==> src/rtl/data_mem_port.sv <==
// data_mem_port: byte/half/word load-store responder over a word-wide handshaked memory; sub-word stores are read-modify-write.
// Latency 3 cycles (load, word store), 4 (sub-word store), 2 (error), +1 per ack wait cycle; stall_out holds the PC, no timeout on mem_ack_in.
module data_mem_port #(
  parameter int ADDR_W = 10
) (
  input  logic              clk_in,
  input  logic              rst_in,
  input  logic              re_in,
  input  logic              we_in,
  input  logic [1:0]        size_in,
  input  logic              signed_in,
  input  logic [31:0]       addr_in,
  input  logic [31:0]       wdata_in,
  output logic [31:0]       rdata_out,
  output logic              stall_out,
  output logic              done_out,
  output logic              err_out,
  output logic              mem_req_out,
  output logic              mem_we_out,
  output logic [ADDR_W-1:0] mem_addr_out,
  output logic [31:0]       mem_wdata_out,
  input  logic [31:0]       mem_rdata_in,
  input  logic              mem_ack_in
);

  localparam logic [1:0] SZ_BYTE = 2'b00;
  localparam logic [1:0] SZ_HALF = 2'b01;
  localparam logic [1:0] SZ_WORD = 2'b10;
  localparam logic [1:0] SZ_BAD  = 2'b11;

  typedef enum logic [1:0] {IDLE, RD, WR, RESP} state_t;

  typedef struct packed {
    logic              is_store;
    logic              is_signed;
    logic [1:0]        size;
    logic [1:0]        lane;
    logic [ADDR_W-1:0] waddr;
    logic [31:0]       wdata;
  } req_t;

  state_t      state;
  state_t      state_nxt;
  req_t        req_d;
  req_t        req_q;
  logic        req_vld;
  logic        req_err;
  logic        err_q;
  logic [7:0]  ld_byte;
  logic [15:0] ld_half;
  logic [31:0] ld_ext;
  logic [31:0] merged;

  assign req_vld = re_in | we_in;

  always_comb begin
    req_d.is_store  = we_in;
    req_d.is_signed = signed_in;
    req_d.size      = size_in;
    req_d.lane      = addr_in[1:0];
    req_d.waddr     = addr_in[ADDR_W+1:2];
    req_d.wdata     = wdata_in;
  end

  always_comb begin
    req_err = 1'b0;
    case (size_in)
      SZ_HALF: req_err = addr_in[0];
      SZ_WORD: req_err = |addr_in[1:0];
      SZ_BAD:  req_err = 1'b1;
      default: req_err = 1'b0;
    endcase
  end

  // State register
  always_ff @(posedge clk_in) begin
    if (rst_in) begin
      state <= IDLE;
    end else begin
      state <= state_nxt;
    end
  end

  // Next-state logic
  always_comb begin
    state_nxt = state;
    case (state)
      IDLE: begin
        if (req_vld) begin
          if (req_err) begin
            state_nxt = RESP;
          end else if (we_in && (size_in == SZ_WORD)) begin
            state_nxt = WR;
          end else begin
            state_nxt = RD;
          end
        end
      end
      RD: begin
        if (mem_ack_in) begin
          state_nxt = req_q.is_store ? WR : RESP;
        end
      end
      WR: begin
        if (mem_ack_in) begin
          state_nxt = RESP;
        end
      end
      RESP:    state_nxt = IDLE;
      default: state_nxt = IDLE;
    endcase
  end

  // Outputs decoded from state; only the IDLE stall looks at the request inputs
  always_comb begin
    stall_out   = 1'b0;
    done_out    = 1'b0;
    err_out     = 1'b0;
    mem_req_out = 1'b0;
    mem_we_out  = 1'b0;
    case (state)
      IDLE: stall_out = req_vld;
      RD: begin
        stall_out   = 1'b1;
        mem_req_out = 1'b1;
      end
      WR: begin
        stall_out   = 1'b1;
        mem_req_out = 1'b1;
        mem_we_out  = 1'b1;
      end
      RESP: begin
        done_out = 1'b1;
        err_out  = err_q;
      end
      default: stall_out = 1'b0;
    endcase
  end

  always_comb begin
    ld_byte = mem_rdata_in[7:0];
    case (req_q.lane)
      2'd1:    ld_byte = mem_rdata_in[15:8];
      2'd2:    ld_byte = mem_rdata_in[23:16];
      2'd3:    ld_byte = mem_rdata_in[31:24];
      default: ld_byte = mem_rdata_in[7:0];
    endcase
    ld_half = req_q.lane[1] ? mem_rdata_in[31:16] : mem_rdata_in[15:0];
    case (req_q.size)
      SZ_BYTE: ld_ext = {{24{req_q.is_signed & ld_byte[7]}}, ld_byte};
      SZ_HALF: ld_ext = {{16{req_q.is_signed & ld_half[15]}}, ld_half};
      default: ld_ext = mem_rdata_in;
    endcase
  end

  // Drop the latched byte/half into its lane of the word just read
  always_comb begin
    merged = mem_rdata_in;
    if (req_q.size == SZ_BYTE) begin
      case (req_q.lane)
        2'd0:    merged[7:0]   = req_q.wdata[7:0];
        2'd1:    merged[15:8]  = req_q.wdata[7:0];
        2'd2:    merged[23:16] = req_q.wdata[7:0];
        default: merged[31:24] = req_q.wdata[7:0];
      endcase
    end else if (req_q.size == SZ_HALF) begin
      if (req_q.lane[1]) begin
        merged[31:16] = req_q.wdata[15:0];
      end else begin
        merged[15:0] = req_q.wdata[15:0];
      end
    end
  end

  always_ff @(posedge clk_in) begin
    if (rst_in) begin
      req_q         <= '0;
      err_q         <= 1'b0;
      rdata_out     <= '0;
      mem_wdata_out <= '0;
    end else begin
      case (state)
        IDLE: begin
          if (req_vld) begin
            req_q <= req_d;
            err_q <= req_err;
            if (we_in && (size_in == SZ_WORD) && !req_err) begin
              mem_wdata_out <= wdata_in;
            end
          end
        end
        RD: begin
          if (mem_ack_in) begin
            if (req_q.is_store) begin
              mem_wdata_out <= merged;
            end else begin
              rdata_out <= ld_ext;
            end
          end
        end
        default: begin
        end
      endcase
    end
  end

  assign mem_addr_out = req_q.waddr;

endmodule

==> config.mk <==
export PLATFORM = sky130hd
export DESIGN_NAME = data_mem_port
export DESIGN_NICKNAME = d
export VERILOG_FILES = /design/src/rtl/data_mem_port.sv
export SDC_FILE = /design/constraint.sdc
export NUM_CORES = 1
export LEC_CHECK = 0
export CAP_MARGIN = 40
export CORE_AREA = 2 2 152 154
export CTS_CLUSTER_SIZE = 28
export DETAILED_ROUTE_END_ITERATION = 12
export DIE_AREA = 0 0 154 156
export GPL_TIMING_DRIVEN = 0
export PLACE_DENSITY = 0.57
export SKIP_LAST_GASP = 1
export SLEW_MARGIN = 25
export SYNTH_ARGS = -nofsm -noshare
export SYNTH_HDL_FRONTEND = slang
export SYNTH_SLANG_ARGS = --single-unit
==> constraint.sdc <==
create_clock -name clk_in -period 4.6 [get_ports clk_in]
set_input_delay 1.15 -clock clk_in [delete_from_list [all_inputs] [get_ports clk_in]]
set_output_delay 1.15 -clock clk_in [all_outputs]
set_load 0.05 [all_outputs]
==> impl_results.md, run 1 <==
* Outcome: finished, final reports clean
* Antenna violations before repair at 0
* Layout area overhead at 40.6%
* Post-Syn Instances at around 700
* Period utilization at approximately 95%
* CP required at 3.45 ns
* Most used cell along the critical path: nor2_1
* CP bufs+invs at 4
* Yosys top cell by area: dfxtp_1
* Post-synthesis net count at ~810
* Number of flops mapped to enable cells by yosys at 0
* Seq/Total Area, Yosys at between 30% and 40%
* Max-cap violations at 0
* Chip Height at about 160 um
* Routed len/inst at between 15 and 20 um
* Netlist cell types at 53
* Hold_buf cts at 0
* H-Tree Level Count at 3
* Startpoint class of the critical path: primary input
* Fin util at around a third
* Post-synth ARST share at 0%
* Synth warn at 0
* # setup viols final at 0
* Adder-Cell Fraction of Synth Area at 1.13%
* WS Path Type: in2out
* DR vias/cell at approximately 5.2
* Gpl congestion at a little under 1
* Post-Synth XOR/XNOR Area at 0%
* DP Wirelength at approximately 18000 um
* Worst relative slew slack at approximately half
* GRT Overall Usage at 18.8%
* Clock-pin slew on the worst setup and hold paths at around 0.070 ns
* Peak VDD IR at 316 uV
* Main synth FF type: dfxtp_1
* Post-Synth Simple-Gate Area at a little over a fifth
* Post-route DRC violation count at 0
* Routed wire length at roughly 23000 um
* Share of layout cells above drive strength 1 at 7.95%
* Final net count at approximately 1000
* Root buf cell: clkbuf_16
* First-pass GRT wire length at 34700 um
* ANT cells at 0
* Most frequent cell after synthesis: nand2_1
* Post-synth top area share at a little over a third
* Class of the worst hold path: reg2reg
* Slowest CP cell: clkdlybuf4s50_1
* Mux cell area share after synthesis at ~4.5%
* IO Count at about 180
* CTS Buffer Depth at 2
* Worst Tran Pin Value at 0.741 ns
* Main combinational cell family by area after synthesis: compound AO/OA/AOI/OAI gates
* Cells along the critical path: clkdlybuf4s50_1 > nor2_1 > nor2b_1 > clkbuf_1 > clkbuf_2 > nor2_1 > nor2_1 > dlygate4sd2_1
* Via count at between 6000 and 7000
* Family with the most delay on the worst path: buffers and inverters
* Fmax at 228 MHz
* CP max stage delay at 0.59 ns
* Critical Path AT at approximately 3.2 ns
* Post-synthesis compound-gate area fraction at a little under a third
* Leak at roughly 2.8 nW
* Final count of pins violating max slew at 0
* CTS buffer count at 9
* Die Wd at 154 um
* Commonest cells in the netlist: 114 x nand2_1, 99 x dfxtp_1, 56 x nor2_1, 54 x a21oi_1, 47 x o21ai_0
* Initial Utilization at between 20% and 30%
* Largest net degree at the start of global routing at 16
* Top cells by area, synth: dfxtp_1 36%, nand2_1 7.7%, a211oi_1 5.2%
* Clock skew at about 0.0076 ns
* Cell Area, Synth at around 5500 um^2
* CTS tree: built
* Endpoint class of the critical path: output port
* CP max FO at 10
* Die ar. at 24000 um^2
* Number of DRC violations after detailed-routing iteration 0 at between 400 and 500
* Yosys reg bits at 99
* Worst-Skew Late Latency at between 0.3 and 0.4 ns
* Power Density at roughly 650 nW/um^2
* Number of I/O port buffers at between 150 and 200
* Drt pass-1 iters at 7
* Routed Antenna Nets at 0
* Vias in the first global route at around 5900
* Global route overflow at 0
* Core ar. at between 20000 and 25000 um^2
* Final hold viol count at 0
* Row count at 55
* Tmin final at 4.39 ns
* Number of sinks on the clock net at slightly below 100
* Setup_tns at 0 ns
* RSZ-0062 raised after global routing: no
* Avg Synthesized Cell Area at roughly 7.9 um^2
-- routing by layer --
metal	GRT usage (%)	wire length, um
met3	5.36	1960
met2	29.5	10200
met1	24.4	10200
met4	7.43	726
met5	0	0
-- kinds of logic (layout without fill, tap and decap cells) --
family / Yosys count / in the layout
AO/OA/AOI/OAI: 242 / 242
adder cells (fa/ha/maj): 5 / 5
buffers and inverters: 80 / 257
flip-flops: 99 / 99
multiplexers: 23 / 23
AND/OR/NAND/NOR: 254 / 254
-- area by class of cell --
| class | count | area, um^2 |
|---|---|---|
| tap | 285 | 357 |
| buffer | 75 | 355 |
| fill | 2381 | 14600 |
| clock inverter | 4 | 26.3 |
| clock buffer | 12 | 246 |
| timing repair buffer | 161 | 1610 |
| inverter | 5 | 18.8 |
| sequential | 99 | 1980 |
| multi-input combinational | 524 | 3170 |
-- state kept, by name, summed over array words and instances, names as in the netlist --
name,cells
rdata_out,32
state,2
mem_addr_out,10
mem_wdata_out,32
req_q,22
err_q,1
-- layout by cell type, fill, tap and decap left out, types with 6 or more instances in the layout --
cell type,count
a211oi_1,38
o32ai_1,13
nor2b_1,23
buf_4,11
dfxtp_1,99
a21oi_1,54
nand2b_1,8
clkdlybuf4s50_1,160
clkbuf_16,9
nand2_1,114
a311oi_1,15
nand3_1,10
o21ai_0,47
a31o_2,9
nor3_1,16
clkbuf_1,43
nor2_1,56
and3_1,9
buf_2,19
o41ai_1,8
a22oi_1,6
mux2i_1,17
a211o_1,15
-- stage by stage --
step                      instances  area, um^2  hold slack [ns]  setup WS [ns]  total power, mW
final                          1165        7770            0.455          0.212             5.05
after global routing           1165        7770            0.468         0.0460             5.33
after CTS                      1165        7770            0.457          0.194             5.05
after detailed placement       1149        7490            0.447         -0.225             4.32
after global placement         1149        7490            0.443         -0.199             4.31
after floorplan                 703        5530            0.437           1.01             3.28
-- final timing paths --
check | start | end | slack, ns | depth (start not counted)
setup / recovery | we_in | stall_out | 0.21 | 8
hold / removal | mem_addr_out[5]$_SDFFE_PP0P_ | mem_addr_out[5]$_SDFFE_PP0P_ | 0.45 | 2
hold reg to reg | mem_addr_out[5]$_SDFFE_PP0P_ | mem_addr_out[5]$_SDFFE_PP0P_ | 0.45 | 2
setup reg to reg | state[0]$_SDFFE_PP0P_ | mem_wdata_out[12]$_SDFFE_PP0P_ | 1.94 | 9
-- worst min-delay path: cells and delay by family (launching register included) --
kind | cells | cell delay (ns)
compound gates | 1 | 0.05
flops | 1 | 0.31
simple gates | 1 | 0.05
-- timing repair --
action,CTS,global route
setup endpoints to repair,1,0
gates resized for setup,2,0
buffers inserted,0,0
-- report_power, final --
part | leakage, nW | switching (mW) | internal [mW] | total [mW]
clock | 0.133 | 0.345 | 0.381 | 0.727
sequential | 0.811 | 0.192 | 1.11 | 1.30
combinational | 1.84 | 2.02 | 0.999 | 3.02
total | 2.78 | 2.56 | 2.49 | 5.05
(Power assumes the default switching activity.)
==> run 2: changes to the inputs <==
--- a/config.mk
+++ b/config.mk
@@ -7,7 +7,6 @@
 export LEC_CHECK = 0
 export CAP_MARGIN = 40
 export CORE_AREA = 2 2 152 154
-export CTS_CLUSTER_SIZE = 28
 export DETAILED_ROUTE_END_ITERATION = 12
 export DIE_AREA = 0 0 154 156
 export GPL_TIMING_DRIVEN = 0
==> results of run 2 <==
No change in the layout: final DEF, timing and power equal those of run 1.
